[src/rtl/jtag_dr_controller.sv]
// JTAG data-register controller: IDCODE, USER, ABORT and BYPASS chains behind a TAP.
// Define JTAG_USER_REG_EN to build the USER chain and user_reg; otherwise USER decodes as BYPASS.
module jtag_dr_controller #(
  parameter logic [31:0] IDCODE_VALUE = 32'h000FAF01,
  parameter int          USER_WIDTH   = 8
) (
  input  logic                  tck,
  input  logic                  trst_n,
  input  logic [3:0]            ir,
  input  logic                  capture_dr,
  input  logic                  shift_dr,
  input  logic                  update_dr,
  input  logic                  tdi,
  output logic                  tdo,
  output logic                  tdo_en,
  output logic [USER_WIDTH-1:0] user_reg,
  output logic                  user_update,
  output logic                  abort_req,
  output logic [5:0]            bit_count
);

  localparam logic [1:0] ST_IDLE     = 2'd0;
  localparam logic [1:0] ST_LOADED   = 2'd1;
  localparam logic [1:0] ST_SHIFTING = 2'd2;

  localparam logic [1:0] SEL_IDCODE = 2'd0;
  localparam logic [1:0] SEL_USER   = 2'd1;
  localparam logic [1:0] SEL_ABORT  = 2'd2;
  localparam logic [1:0] SEL_BYPASS = 2'd3;

  logic [1:0]  state;
  logic [1:0]  sel;
  logic [1:0]  decoded_sel;
  logic [31:0] idcode_chain;
  logic        bypass_bit;
  logic        chain_lsb;
  logic        do_capture;
  logic        do_shift;
  logic        do_update;
  logic        commit;

  always_comb begin
    decoded_sel = SEL_BYPASS;
    case (ir)
      4'b1110: decoded_sel = SEL_IDCODE;
      4'b1000: decoded_sel = SEL_ABORT;
`ifdef JTAG_USER_REG_EN
      4'b0100: decoded_sel = SEL_USER;
`endif
      default: decoded_sel = SEL_BYPASS;
    endcase
  end

  // Strobe priority: capture beats shift beats update; only one acts per cycle.
  assign do_capture = capture_dr;
  assign do_shift   = shift_dr & ~capture_dr;
  assign do_update  = update_dr & ~capture_dr & ~shift_dr;
  assign commit     = do_update & (state != ST_IDLE);

  always_ff @(posedge tck or negedge trst_n) begin
    if (!trst_n) begin
      state     <= ST_IDLE;
      sel       <= SEL_IDCODE;
      bit_count <= 6'd0;
    end else if (do_capture) begin
      state     <= ST_LOADED;
      sel       <= decoded_sel;
      bit_count <= 6'd0;
    end else if (do_shift) begin
      if (state == ST_LOADED) begin
        state <= ST_SHIFTING;
      end
      if (bit_count != 6'd63) begin
        bit_count <= bit_count + 6'd1;
      end
    end else if (commit) begin
      state <= ST_IDLE;
    end
  end

  always_ff @(posedge tck or negedge trst_n) begin
    if (!trst_n) begin
      idcode_chain <= 32'd0;
      bypass_bit   <= 1'b0;
    end else if (do_capture) begin
      idcode_chain <= IDCODE_VALUE;
      bypass_bit   <= 1'b0;
    end else if (do_shift) begin
      if (sel == SEL_IDCODE) begin
        idcode_chain <= {tdi, idcode_chain[31:1]};
      end
      if ((sel == SEL_ABORT) || (sel == SEL_BYPASS)) begin
        bypass_bit <= tdi;
      end
    end
  end

  always_ff @(posedge tck or negedge trst_n) begin
    if (!trst_n) begin
      abort_req <= 1'b0;
    end else begin
      abort_req <= commit && (sel == SEL_ABORT);
    end
  end

`ifdef JTAG_USER_REG_EN
  logic [USER_WIDTH-1:0] user_chain;

  always_ff @(posedge tck or negedge trst_n) begin
    if (!trst_n) begin
      user_chain  <= '0;
      user_reg    <= '0;
      user_update <= 1'b0;
    end else begin
      user_update <= commit && (sel == SEL_USER);
      if (do_capture) begin
        user_chain <= user_reg;
      end else if (do_shift && (sel == SEL_USER)) begin
        user_chain <= {tdi, user_chain[USER_WIDTH-1:1]};
      end
      if (commit && (sel == SEL_USER)) begin
        user_reg <= user_chain;
      end
    end
  end
`else
  assign user_reg    = '0;
  assign user_update = 1'b0;
`endif

  // ABORT and BYPASS share the single bypass flop.
  always_comb begin
    chain_lsb = bypass_bit;
    case (sel)
      SEL_IDCODE: chain_lsb = idcode_chain[0];
`ifdef JTAG_USER_REG_EN
      SEL_USER:   chain_lsb = user_chain[0];
`else
      SEL_USER:   chain_lsb = bypass_bit;
`endif
      default:    chain_lsb = bypass_bit;
    endcase
  end

  assign tdo_en = shift_dr;
  assign tdo    = tdo_en & chain_lsb;

endmodule

[config.mk]
export PLATFORM = sky130hd
export DESIGN_NAME = jtag_dr_controller
export DESIGN_NICKNAME = d
export VERILOG_FILES = /design/src/rtl/jtag_dr_controller.sv
export SDC_FILE = /design/constraint.sdc
export NUM_CORES = 1
export LEC_CHECK = 0
export ABC_AREA = 1
export CAP_MARGIN = 10
export CORE_ASPECT_RATIO = 0.5
export CORE_UTILIZATION = 57
export CTS_CLUSTER_SIZE = 25
export DETAILED_ROUTE_END_ITERATION = 8
export PLACE_DENSITY_LB_ADDON = 0.25
export SYNTH_ARGS = -nofsm -noshare
export SYNTH_HDL_FRONTEND = slang
export SYNTH_SLANG_ARGS = --single-unit
[constraint.sdc]
create_clock -name tck -period 2.9 [get_ports tck]
set_input_delay 0.29 -clock tck [delete_from_list [all_inputs] [get_ports tck]]
set_output_delay 0.29 -clock tck [all_outputs]
set_load 0.05 [all_outputs]
; Word level (Yosys, flattened, before mapping)
; Index checks and enable logic that the tools add are counted.
[totals]
ff_bits = 44
wordCells = 49
out_inout_bits = 18
inputBits = 10
[op_classes]
n_mux = 15
addsub = 1
n_eq_ne = 7
bitwise_logic = 7
n_reduce_logical = 13
[op_table]
columns = op, count
row1 = 2-to-1 mux 32 bit, 3
row2 = 2-to-1 mux 6 bit, 3
row3 = nonzero test 2 bit, 5
row4 = "equality test 4 bit, second input constant", 2
row5 = 2-to-1 mux 2 bit, 4
row6 = AND reduction 2 bit, 4
row7 = "adder 6 x 1 -> 6 bit, second input constant", 1
row8 = "!= test 6 bit, second input constant", 1
row9 = bitwise AND 1 bit, 5
row10 = "equality test 2 bit, second input constant", 2
row11 = 2-to-1 mux 1 bit, 4
row12 = case mux 2 bit (2 select lines), 1
row13 = "!= test 3 x 2 -> 1 bit, second input constant", 1
row14 = nonzero test 3 bit, 1
row15 = "equality test 2 x 1 -> 1 bit, second input constant", 1
row16 = zero test 2 bit, 1
row17 = inverter 1 bit, 2
row18 = logical AND 1 bit, 1
row19 = logical OR 1 bit, 1

; Logic depth before layout (Yosys ltp)
; Gate-level depths: netlist (run 1).
[logic_depth]
word_depth = 7
mapped_depth = 7
mapped_depth_nobuf = 7

; Worst setup path before layout (run 1)
; OpenSTA, ideal clock, no wires.
[synth_timing]
path_type = register to output
from = register sel[1]
to = output tdo
path_buffers = 0
path_stages_with_launch = 4
t_arrival_ns = 1.377
required_ns = 2.610
setup_slack_ns = 1.233
cell_sequence = dfrtp_1 nor2_2 o21ai_0 a21oi_1
[synth_between]
elab_chain_cells = 3
[synth_rtl]
columns = element, line
row1 = start: declaration, 32  ; logic [1:0] sel;
row2 = start signal: assignment, 67  ; sel <= decoded_sel;
row3 = zero test 2 bit, 134  ; case (sel)
row4 = 2-to-1 mux 1 bit, 134
row5 = bitwise AND 1 bit, 146  ; assign tdo = tdo_en & chain_lsb;
row6 = end: declaration, 14  ; output logic tdo,
; No other way between the ends.

; Worst setup path in the final report (run 1)
; Ends and elaborated chain as after synthesis.

==> summary.md, run 1 <==
| Metric | Value |
|---|---|
| DP HPWL | ~2.2 mm |
| Synth top area share | 0.563 |
| # fillers | 220 |
| Minimum hold slack | between 0.1 and 0.15 ns |
| N_diodes | 0 |
| Clk slew on worst S/H paths | 0.08 ns |
| Switching share of power | 0.249 |
| Seq/Total Area, Yosys | 0.563 |
| Setup TNS | 0 ns |
| Combinational Power Share | 0.106 |
| DR DRC count | 1 |
| Max Clock Skew | 0.00261 ns |
| Clk network pwr share | 0.371 |
| Worst Setup Slack, final | roughly 0.72 ns |
| Largest net degree at the start of global routing | 45 |
| Mapped Avg Cell Area | a little under 10 µm² |
| Die footprint | 3690 µm² |
| Clock buffer depth | 2 |
| R2r setup slk | 0.99 ns |
| Hold-fix buffers, CTS | 0 |
| Vias in the first global route | around 1.3k |
| Clk_lat worst skew | just under 0.3 ns |
| Worst Max-Slew Pin Slew | 0.934 ns |
| Cell variety after synth | 23 |
| Global-route wire length before repair | 5.51 mm |
| Crit-path max FO | 3 |
| Min-Delay Path Class | input port to async pin |
| Synthesized flop and latch total | 44 |
| Area grow syn2layout | 12.7% |
| Die span in x | approximately 85 µm |
| Root Buffer | clkbuf_8 |
| Routed len/inst | 12.5 µm |
| Slew HR | 0.378 |
| Critical path required time | 2.61 ns |
| Gate Count Post-Synth | between 200 and 250 |
| Crit path capture type | primary output |
| Routed wire length | 3.25 mm |
| DR vias/cell | between 5 and 6 |
| Internal power | slightly above 0.9 mW |
| GPL Wtd Cong | between 0.7 and 0.8 |
| Final Hold Viols | 0 |
| Initial antenna violation count | 0 |
| Worst Setup SP | sel[1]$_DFFE_PN0P_ |
| Core area | 3140 µm² |
| Synth area leaders | dfrtp_1 (56%), inv_1 (8.1%), o22ai_1 (6.1%), nand2_1 (5.0%), a22oi_2 (4.5%) |
| CP Launch Type | register |
| Synth Warn # | 0 |
| Tot GR Track Use | 0.198 |
| Setup violations, final | 0 |
| Top Ports | 28 |
| # Max-Cap Violations | 0 |
| Non-Filler Instances | approximately 260 |
| PortBufs | 18 |
| Sinks on the clock net | 44 |
| Slew Limit Fails | 0 |
| R2R Path Start | sel[1]$_DFFE_PN0P_ |
| Height of the die | between 40 and 50 µm |
| Minimum clock period | between 2 and 2.5 ns |
| Status | complete, but fails checks |
| Nets@finish | 231 |
| Part of the power in registers | 0.523 |
| Share of layout cells above drive strength 1 | 0.118 |
| Routed vias | ~1.4k |
| Failing checks | design-rule violations |
| Unrepaired setup endpoints after global routing | false |
| Final worst-path cycle share | 0.751 |
| Pwr dens | between 500 and 600 nW/µm² |
| CTS Buf Count | 5 |
| Switching pwr | approximately 0.30 mW |
| Cell accounting for the most synthesized area | dfrtp_1 |
| Leakage | ~1.0 nW |
| F_max | ~0.46 GHz |
| Worst slack, placed | approximately 0.73 ns |
| Starting Density | 0.624 |
| Synthesized area | 1960 µm² |
| Post_cts resized | 0 |
| GRT overflow | 0 |
| Dpl cells | ~250 |
| # rows | 14 |
| CTS tree | built |
| Htree depth | 2 |
| Arrival time worst endpoint | around 1.9 ns |
| Critical path type | register to primary output |
| Detailed Routing Iterations Pass 1 | 8 |
| Postcts setup bufs | 0 |
| Maximum vdd ir drop | between 0.0002 and 0.0003 V |
| Detailed router's first-iteration violation count | 115 |
| Routed Antenna Nets | 0 |
[layout by cell type (no fill, tap or decap), drive strengths merged]
master | Yosys | final
nor4 | 2 | 2
nand2 | 26 | 26
o21bai | 2 | 2
dfrtp | 44 | 44
mux2 | 1 | 1
inv | 48 | 48
nor2 | 10 | 10
nand4 | 2 | 2
conb | 1 | 9
buf | 15 | 1
nand3 | 6 | 6
a22oi | 11 | 11
ha | 1 | 1
bufinv | 0 | 1
o21ai | 11 | 11
o22ai | 19 | 19
clkdlybuf4s50 | 0 | 17
a21oi | 3 | 3
clkinv | 0 | 1
clkbuf | 0 | 6
[worst paths after layout]
kind | to | depth (start not counted)
max in group asynchronous | idcode_chain[20]$_DFFE_PN0P_ | 1
min | idcode_chain[17]$_DFFE_PN0P_ | 1
max reg2reg | idcode_chain[31]$_DFFE_PN0P_ | 6
max | tdo | 4
min in group tck | abort_req$_DFF_PN0_ | 1
min reg2reg | abort_req$_DFF_PN0_ | 1
[logic make-up (layout without fill, tap and decap cells)]
logic type,Yosys count,count (layout),synth area share
simple gates,46,46,0.106
fa+ha+maj,1,1,0.00639
other cells,1,9,0.00192
flops,44,44,0.563
mux,1,1,0.00575
buf+inv,63,74,0.151
compound gates,46,46,0.166
[state kept, by name (all words and copies together), names as in the netlist]
register	cells
idcode_chain	32
bit_count	6
bypass_bit	1
state	2
sel	2
abort_req	1
[synthesized netlist by cell type (all sizes together)]
cell,number
a21oi,3
a22oi,11
buf,15
conb,1
dfrtp,44
ha,1
inv,48
mux2,1
nand2,26
nand3,6
nand4,2
nor2,10
nor4,2
o21ai,11
o21bai,2
o22ai,19
[stage by stage]
step | total power [mW] | utilization | area [µm²]
after CTS | 1.23 | 0.703 | 2200
after global placement | 0.777 | 0.669 | 2100
final | 1.22 | 0.703 | 2200
after detailed placement | 0.780 | 0.669 | 2100
after global routing | 1.26 | 0.703 | 2200
after floorplan | 0.749 | - | 1990
[worst max-delay path, cell delays in order (launching register included)]
cell and delay (ns):
dfrtp_1 0.40, nor2_2 0.17, o21ai_0 0.09, a21oi_1 0.12
clkdlybuf4s50_1 0.81
[per-layer routing]
layer / global-route usage / vias up / routed length [µm]
li1: - / 671 / -
met4: 0.0644 / 0 / 38
met2: 0.330 / 41 / 1470
met1: 0.258 / 646 / 1600
met5: 0 / - / 0
met3: 0.0571 / 5 / 145
[power by group through the flow]
stage	Sequential (mW)	Clock, mW	Combinational (mW)
floorplan	0.657	0	0.0913
global placement	0.649	0	0.127
detailed placement	0.650	0	0.130
CTS	0.638	0.460	0.130
global route	0.640	0.481	0.142
finish	0.638	0.453	0.130
[layout make-up]
type / count / area (µm²) / area share
Timing Repair Buffer: 18 / 175 / 0.0795
Clock buffer: 6 / 72.6 / 0.0329
Sequential cell: 44 / 1100 / 0.499
Tap cell: 40 / 50.0 / 0.0227
Inverter: 48 / 180 / 0.0817
Clock inverter: 2 / 35.0 / 0.0159
Multi-Input combinational cell: 103 / 591 / 0.268
Note: power is estimated with default switching activity, not from simulation.
==> run 2, diff against run 1 <==
Settings changed: CORE_UTILIZATION 57 to 48.
Clock period 2.9 ns to 1.8 ns, I/O delays scaled along.
==> run 2 against run 1 <==
The flow now finishes without violations. Clock skew up 0.0032 ns. Hold slack better by 0.24 ns. Clock power up 42%. Non-clock buffer count up 4. Utilization down 8.2 points. Critical path type unchanged. Largest cell class unchanged.
==> summary.md, run 2 (synthesis gave the netlist of run 1 again) <==
| Metric | Value |
|---|---|
| Crit-path cells | clkdlybuf4s50_1 |
| Routed wire length | 3.10 mm (-4.6%) |
| Clk slew on worst S/H paths | 0.08 ns (about the same) |
| Commonest non-fill, non-tap cell in the layout | dfrtp_1 |
| Arrival time worst endpoint | 1.56 ns (-0.33 ns) |
| CTS tree | built |
| Crit-path max FO | 6 (+3) |
| # rows | 15 (+1) |
| DP HPWL | 2.19 mm (+1.5%) |
| # Max-Cap Violations | 0 (unchanged) |
| CTS Buf Count | 5 (unchanged) |
| N_diodes | 0 (unchanged) |
| Sinks on the clock net | 44 (unchanged) |
| Min-Delay Path Class | input port to async pin |
| Final Hold Viols | 0 (unchanged) |
| Most frequent cells in the layout | dfrtp_1 (44), inv_1 (42), nand2_1 (26) |
| Share of layout cells above drive strength 1 | 0.142 (+0.0246) |
| DR top layer | met4 |
| Max Clock Skew | 0.00582 ns (+0.00321 ns) |
| Routed vias | 1311 (-3.8%) |
| GRT overflow | 0 (unchanged) |
| Crit path capture type | primary output |
| PortBufs | 18 (unchanged) |
| Pwr dens | 835 nW/µm² (+51%) |
| Hold-fix buffers, CTS | 1 (+1) |
| Root Buffer | clkbuf_8 |
| Setup violations, final | 0 (unchanged) |
| CP Launch Type | register |
| Global-route wire length before repair | 5.50 mm (-0.13%) |
| Max FFs per register | 32 (unchanged) |
| Post_cts resized | 0 (unchanged) |
| Clock buffer depth | 2 (unchanged) |
| Top Ports | 28 (unchanged) |
| Die span in x | 92.3 µm (+8.8%) |
| Status | complete, no violations |
| Unrepaired setup endpoints after global routing | false |
| R2R Path Start | bit_count[0]$_DFFE_PN0P_ |
| Tot GR Track Use | 0.168 (-0.0293) |
| Leakage | 1.06 nW (+2.2%) |
| F_max | ~0.58 GHz |
| Routed Antenna Nets | 0 (unchanged) |
| Routed len/inst | 11.2 µm (-9.8%) |
| Final worst-path cycle share | 0.964 |
| Slew HR | 0.664 (+0.286) |
| Metal2 WL | 1.38 mm (-5.7%) |
| Detailed router's first-iteration violation count | 72 (-37%) |
| R2r setup slk | 0.36 ns (-0.63 ns) |
| Largest registers | idcode_chain: 32 flops, bit_count: 6 flops |
| Postcts setup bufs | 0 (unchanged) |
| Crit path max-delay family | buffers and inverters |
| Area grow syn2layout | 16.2% |
| GPL Wtd Cong | 0.798 (+7.2%) |
| R2R depth | 6 (unchanged) |
| FF-to-FF End | bit_count[5]$_DFFE_PN0P_ |
| CP max stage cell | clkdlybuf4s50_1 |
| Largest Register | idcode_chain |
| Worst path max stage delay | 0.84 ns (+0.03 ns) |
| DR vias/cell | 4.75 (-9.0%) |
| Nets@finish | 235 (+1.7%) |
| Height of the die | 47.2 µm (+8.6%) |
| Die footprint | 4350 µm² (+18%) |
| Starting Density | 0.535 (-0.0894) |
| Vias in the first global route | 1210 (-4.6%) |
| Slew Limit Fails | 0 (unchanged) |
| Htree depth | 2 (unchanged) |
| Detailed Routing Iterations Pass 1 | 4 (-4) |
| WP buf/inv | 1 (unchanged) |
| Clk_lat worst skew | 0.30 ns (about the same) |
| Final core occ | 0.621 (-0.0819) |
| Critical path type | register to primary output |
| Met3 WL | 129 µm (-11%) |
| Core area | 3660 µm² (+17%) |
| WL met1 | 1.58 mm (-1.6%) |
| Setup TNS | 0 ns (unchanged) |
| Maximum vdd ir drop | 0.000496 V (+86%) |
| Minimum clock period | 1.74 ns |
| Initial antenna violation count | 0 (unchanged) |
| DR DRC count | 0 (-1) |
| Largest net degree at the start of global routing | 26 (-42%) |
| Worst Max-Slew Pin Slew | 0.503 ns (-0.431 ns) |
| Critical path required time | 1.62 ns (-0.99 ns) |
## run 2: changes by cell type in the layout (fill, tap and decap cells not counted), sizes merged
cell / before / now
buf: 1 / 6
dlygate4sd3: 0 / 1
clkdlybuf4s50: 17 / 15
bufinv: 1 / 0
clkinv: 1 / 0
clkinvlp: 0 / 2
## run 2: how the worst max path moves through the flow
stage                             start                       end  slack, ns  depth (start not counted)
4_1_cts        bit_count[2]$_DFFE_PN0P_              bit_count[2]       0.05                          1
2_1_floorplan  bit_count[1]$_DFFE_PN0P_  bit_count[3]$_DFFE_PN0P_       0.18                          6
3_3_place_gp                 capture_dr  bit_count[4]$_DFFE_PN0P_       0.15                          6
3_5_place_dp                 capture_dr  bit_count[4]$_DFFE_PN0P_       0.16                          6
6_report       bit_count[2]$_DFFE_PN0P_              bit_count[2]       0.06                          1
5_1_grt        bit_count[2]$_DFFE_PN0P_              bit_count[2]      0.008                          1
## run 2: routing by layer
| layer | vias up | track usage |
|---|---|---|
| li1 | 674 | - |
| met1 | 605 | 0.221 |
| met2 | 30 | 0.281 |
| met3 | 2 | 0.0485 |
| met4 | 0 | 0.0563 |
| met5 | - | 0 |
## run 2: area by class of cell
type,count,area (µm²)
clock buffers,6,82.6
clock inverters,2,15.0
fillers,311,1390
inverters,48,180
multi-input cells,103,591
flip-flops and latches,44,1100
well taps,51,63.8
repair buffers,22,240
## run 2: power by group
part / total, mW / leakage [nW] / internal [mW] / switching, mW
Sequential: 1.03 / 0.545 / 1.01 / 0.0162
Combinational: 0.226 / 0.472 / 0.0684 / 0.157
Clock: 0.645 / 0.0434 / 0.310 / 0.335
Total: 1.90 / 1.06 / 1.39 / 0.508
## run 2: through the flow
step	hold WS, ns	setup WS, ns	instances	power [mW]	cell area, µm²
after global routing	0.414	0.00825	276	1.98	2270
final	0.376	0.0648	276	1.90	2270
after CTS	0.384	0.0519	276	1.92	2270
after global placement	0.163	0.152	267	1.27	2170
after floorplan	-0.116	0.177	210	1.21	1990
after detailed placement	0.172	0.159	267	1.27	2170
==> run 3, diff against run 2 <==
Settings changed: CORE_UTILIZATION 48 to 25, PLACE_DENSITY set to 0.56, PLACE_DENSITY_LB_ADDON 0.25 to not set.
==> run 3 against run 2 <==
Worst setup slack got worse by 0.010 ns. Critical path depth unchanged. Design area increased by 5.2%. Count of clock-buffer cells in the layout decreased by 1. Clock skew decreased by 0.0015 ns. Final cell count increased by 21%. Power increased by 13%. Utilization decreased by 30 points. Sequential power about the same. Global-route usage decreased by 7.0 points. Critical endpoint unchanged. Largest cell class unchanged.
==> summary.md, run 3 (synthesis gave the netlist of run 1 again) <==
| Metric | Value |
|---|---|
| Sequential cell area | 1100 µm² (unchanged) |
| HP Start | sel[0]$_DFFE_PN0P_ |
| Slew HR | 0.639 (-0.0249) |
| Htree depth | 2 (unchanged) |
| Detailed Routing Iterations Pass 1 | 4 (unchanged) |
| CTS tree | built |
| Largest net degree at the start of global routing | 45 (+73%) |
| DR vias/cell | 4.05 (-15%) |
| Largest Register | idcode_chain |
| Sinks on the clock net | 44 (unchanged) |
| DP HPWL | 2.40 mm (+9.3%) |
| Worst Setup SP | bit_count[2]$_DFFE_PN0P_ |
| Tot GR Track Use | 0.0983 (-0.0701) |
| Maximum vdd ir drop | 0.000353 V (-29%) |
| Routed len/inst | 10.3 µm (-8.3%) |
| Setup violations, final | 0 (unchanged) |
| Largest registers | idcode_chain: 32 flops, bit_count: 6 flops |
| Detailed router's first-iteration violation count | 90 (+25%) |
| Minimum clock period | 1.75 ns (+0.0105 ns) |
| Commonest non-fill, non-tap cell in the layout | dfrtp_1 |
| Routed vias | 1354 (+3.3%) |
| Core area | 7460 µm² (+100%) |
| Final Hold Viols | 0 (unchanged) |
| Clock buffer depth | 2 (unchanged) |
| Min-Delay Path Class | register to register |
| Most frequent cells in the layout | dfrtp_1 (44), inv_1 (42), nand2_1 (26) |
| PortBufs | 18 (unchanged) |
| Die span in x | 127 µm (+38%) |
| Starting Density | 0.262 (-0.272) |
| Global-route wire length before repair | 6.22 mm (+13%) |
| Status | complete, no violations |
| Crit-path max FO | 6 (unchanged) |
| # Max-Cap Violations | 0 (unchanged) |
| Routed wire length | 3.45 mm (+11%) |
| Slew Limit Fails | 0 (unchanged) |
| Critical path type | register to primary output |
| Unrepaired setup endpoints after global routing | false |
| Root Buffer | clkbuf_16 |
| Arrival time worst endpoint | 1.57 ns (about the same) |
| Die footprint | 8210 µm² (+89%) |
| GRT overflow | 0 (unchanged) |
| Crit path capture type | primary output |
| Clk slew on worst S/H paths | 0.06 ns (-0.02 ns) |
| CP Launch Type | register |
| Max FFs per register | 32 (unchanged) |
| Max Clock Skew | 0.00428 ns (-0.00154 ns) |
| Crit-path cells | clkdlybuf4s50_1 |
| Worst path max stage delay | 0.84 ns (about the same) |
| GPL Wtd Cong | 0.708 (-11%) |
| Post_cts resized | 0 (unchanged) |
| CTS Buf Count | 5 (unchanged) |
| WP buf/inv | 1 (unchanged) |
| # rows | 22 (+7) |
| Post-place instance area | 2230 µm² (+3.1%) |
| Fin area | 2390 µm² (+5.2%) |
| Clk_lat worst skew | 0.29 ns (about the same) |
| Vias in the first global route | 1357 (+12%) |
| Worst Setup Slack, final | 0.0543 ns (-0.0105 ns) |
| Postcts setup bufs | 0 (unchanged) |
| Area grow syn2layout | 22.2% |
| Critical path required time | 1.62 ns (about the same) |
| Initial antenna violation count | 0 (unchanged) |
| Leakage | 1.08 nW (+2.2%) |
| F_max | 0.573 GHz (-0.60%) |
| Multi-input gate area | 591 µm² (unchanged) |
| Share of layout cells above drive strength 1 | 0.146 (+0.00380) |
| Nets@finish | 236 (+0.43%) |
| Setup TNS | 0 ns (unchanged) |
| CP max stage cell | clkdlybuf4s50_1 |
| R2R Path Start | bit_count[0]$_DFFE_PN0P_ |
| Worst Max-Slew Pin Slew | 0.542 ns (+0.0390 ns) |
| Top Ports | 28 (unchanged) |
| Worst slack, placed | 0.126 ns (-0.0336 ns) |
| DR DRC count | 0 (unchanged) |
| Pwr dens | 899 nW/µm² (+7.7%) |
| Height of the die | 64.6 µm (+37%) |
| # fillers | 786 (+150%) |
| Final worst-path cycle share | 0.970 (+0.00581) |
| Crit path max-delay family | buffers and inverters |
| N_diodes | 0 (unchanged) |
| Routed Antenna Nets | 0 (unchanged) |
==> run 3: changes by cell type in the layout (fill, tap and decap cells not counted) <==
cell / delta
clkbuf_8: -6
clkinv_4: +1
clkbuf_16: +5
buf_12: -1
buf_4: +2
==> run 3: path summary, 6_finish.rpt <==
| kind | depth (start not counted) | slack [ns] | end |
|---|---|---|---|
| max | 1 | 0.05 | bit_count[2] |
| min | 1 | 0.48 | abort_req$_DFF_PN0_ |
| max reg2reg | 7 | 0.34 | bit_count[4]$_DFFE_PN0P_ |
| min reg2reg | 1 | 0.48 | abort_req$_DFF_PN0_ |
| max in group asynchronous | 3 | 0.93 | idcode_chain[10]$_DFFE_PN0P_ |
| min in group asynchronous | 3 | 0.50 | idcode_chain[16]$_DFFE_PN0P_ |
==> run 3: what timing repair did <==
item	in CTS	in global routing
hold buffers	1	0
hold endpoints to repair	44	0
endpoints found under the setup margin	0	0
==> run 3: area by class of cell <==
cell class / count / share of cell area
flip-flops and latches: 44 / 0.460
multi-input cells: 103 / 0.247
repair buffers: 23 / 0.0984
inverters: 48 / 0.0754
well taps: 108 / 0.0565
clock buffers: 5 / 0.0523
clock inverters: 3 / 0.00994
==> run 3: power breakdown <==
group	switching [mW]	internal [mW]
combinational	0.158	0.0671
clock	0.382	0.516
sequential	0.0158	1.01
==> run 3: layer usage <==
layer,vias up,wire length (µm),global-route usage
met5,-,0,0
met3,8,131,0.0421
met1,649,1650,0.122
met4,0,87,0.0402
met2,25,1580,0.150
li1,672,-,-
==> run 3: through the flow <==
stage                util  power, mW  hold WS (ns)  std cells
finish              0.321       2.15         0.483        334
global placement    0.299       1.27         0.300        325
global route        0.321       2.24         0.506        334
floorplan               -       1.21        -0.116        210
detailed placement  0.299       1.27         0.296        325
CTS                 0.321       2.18         0.492        334
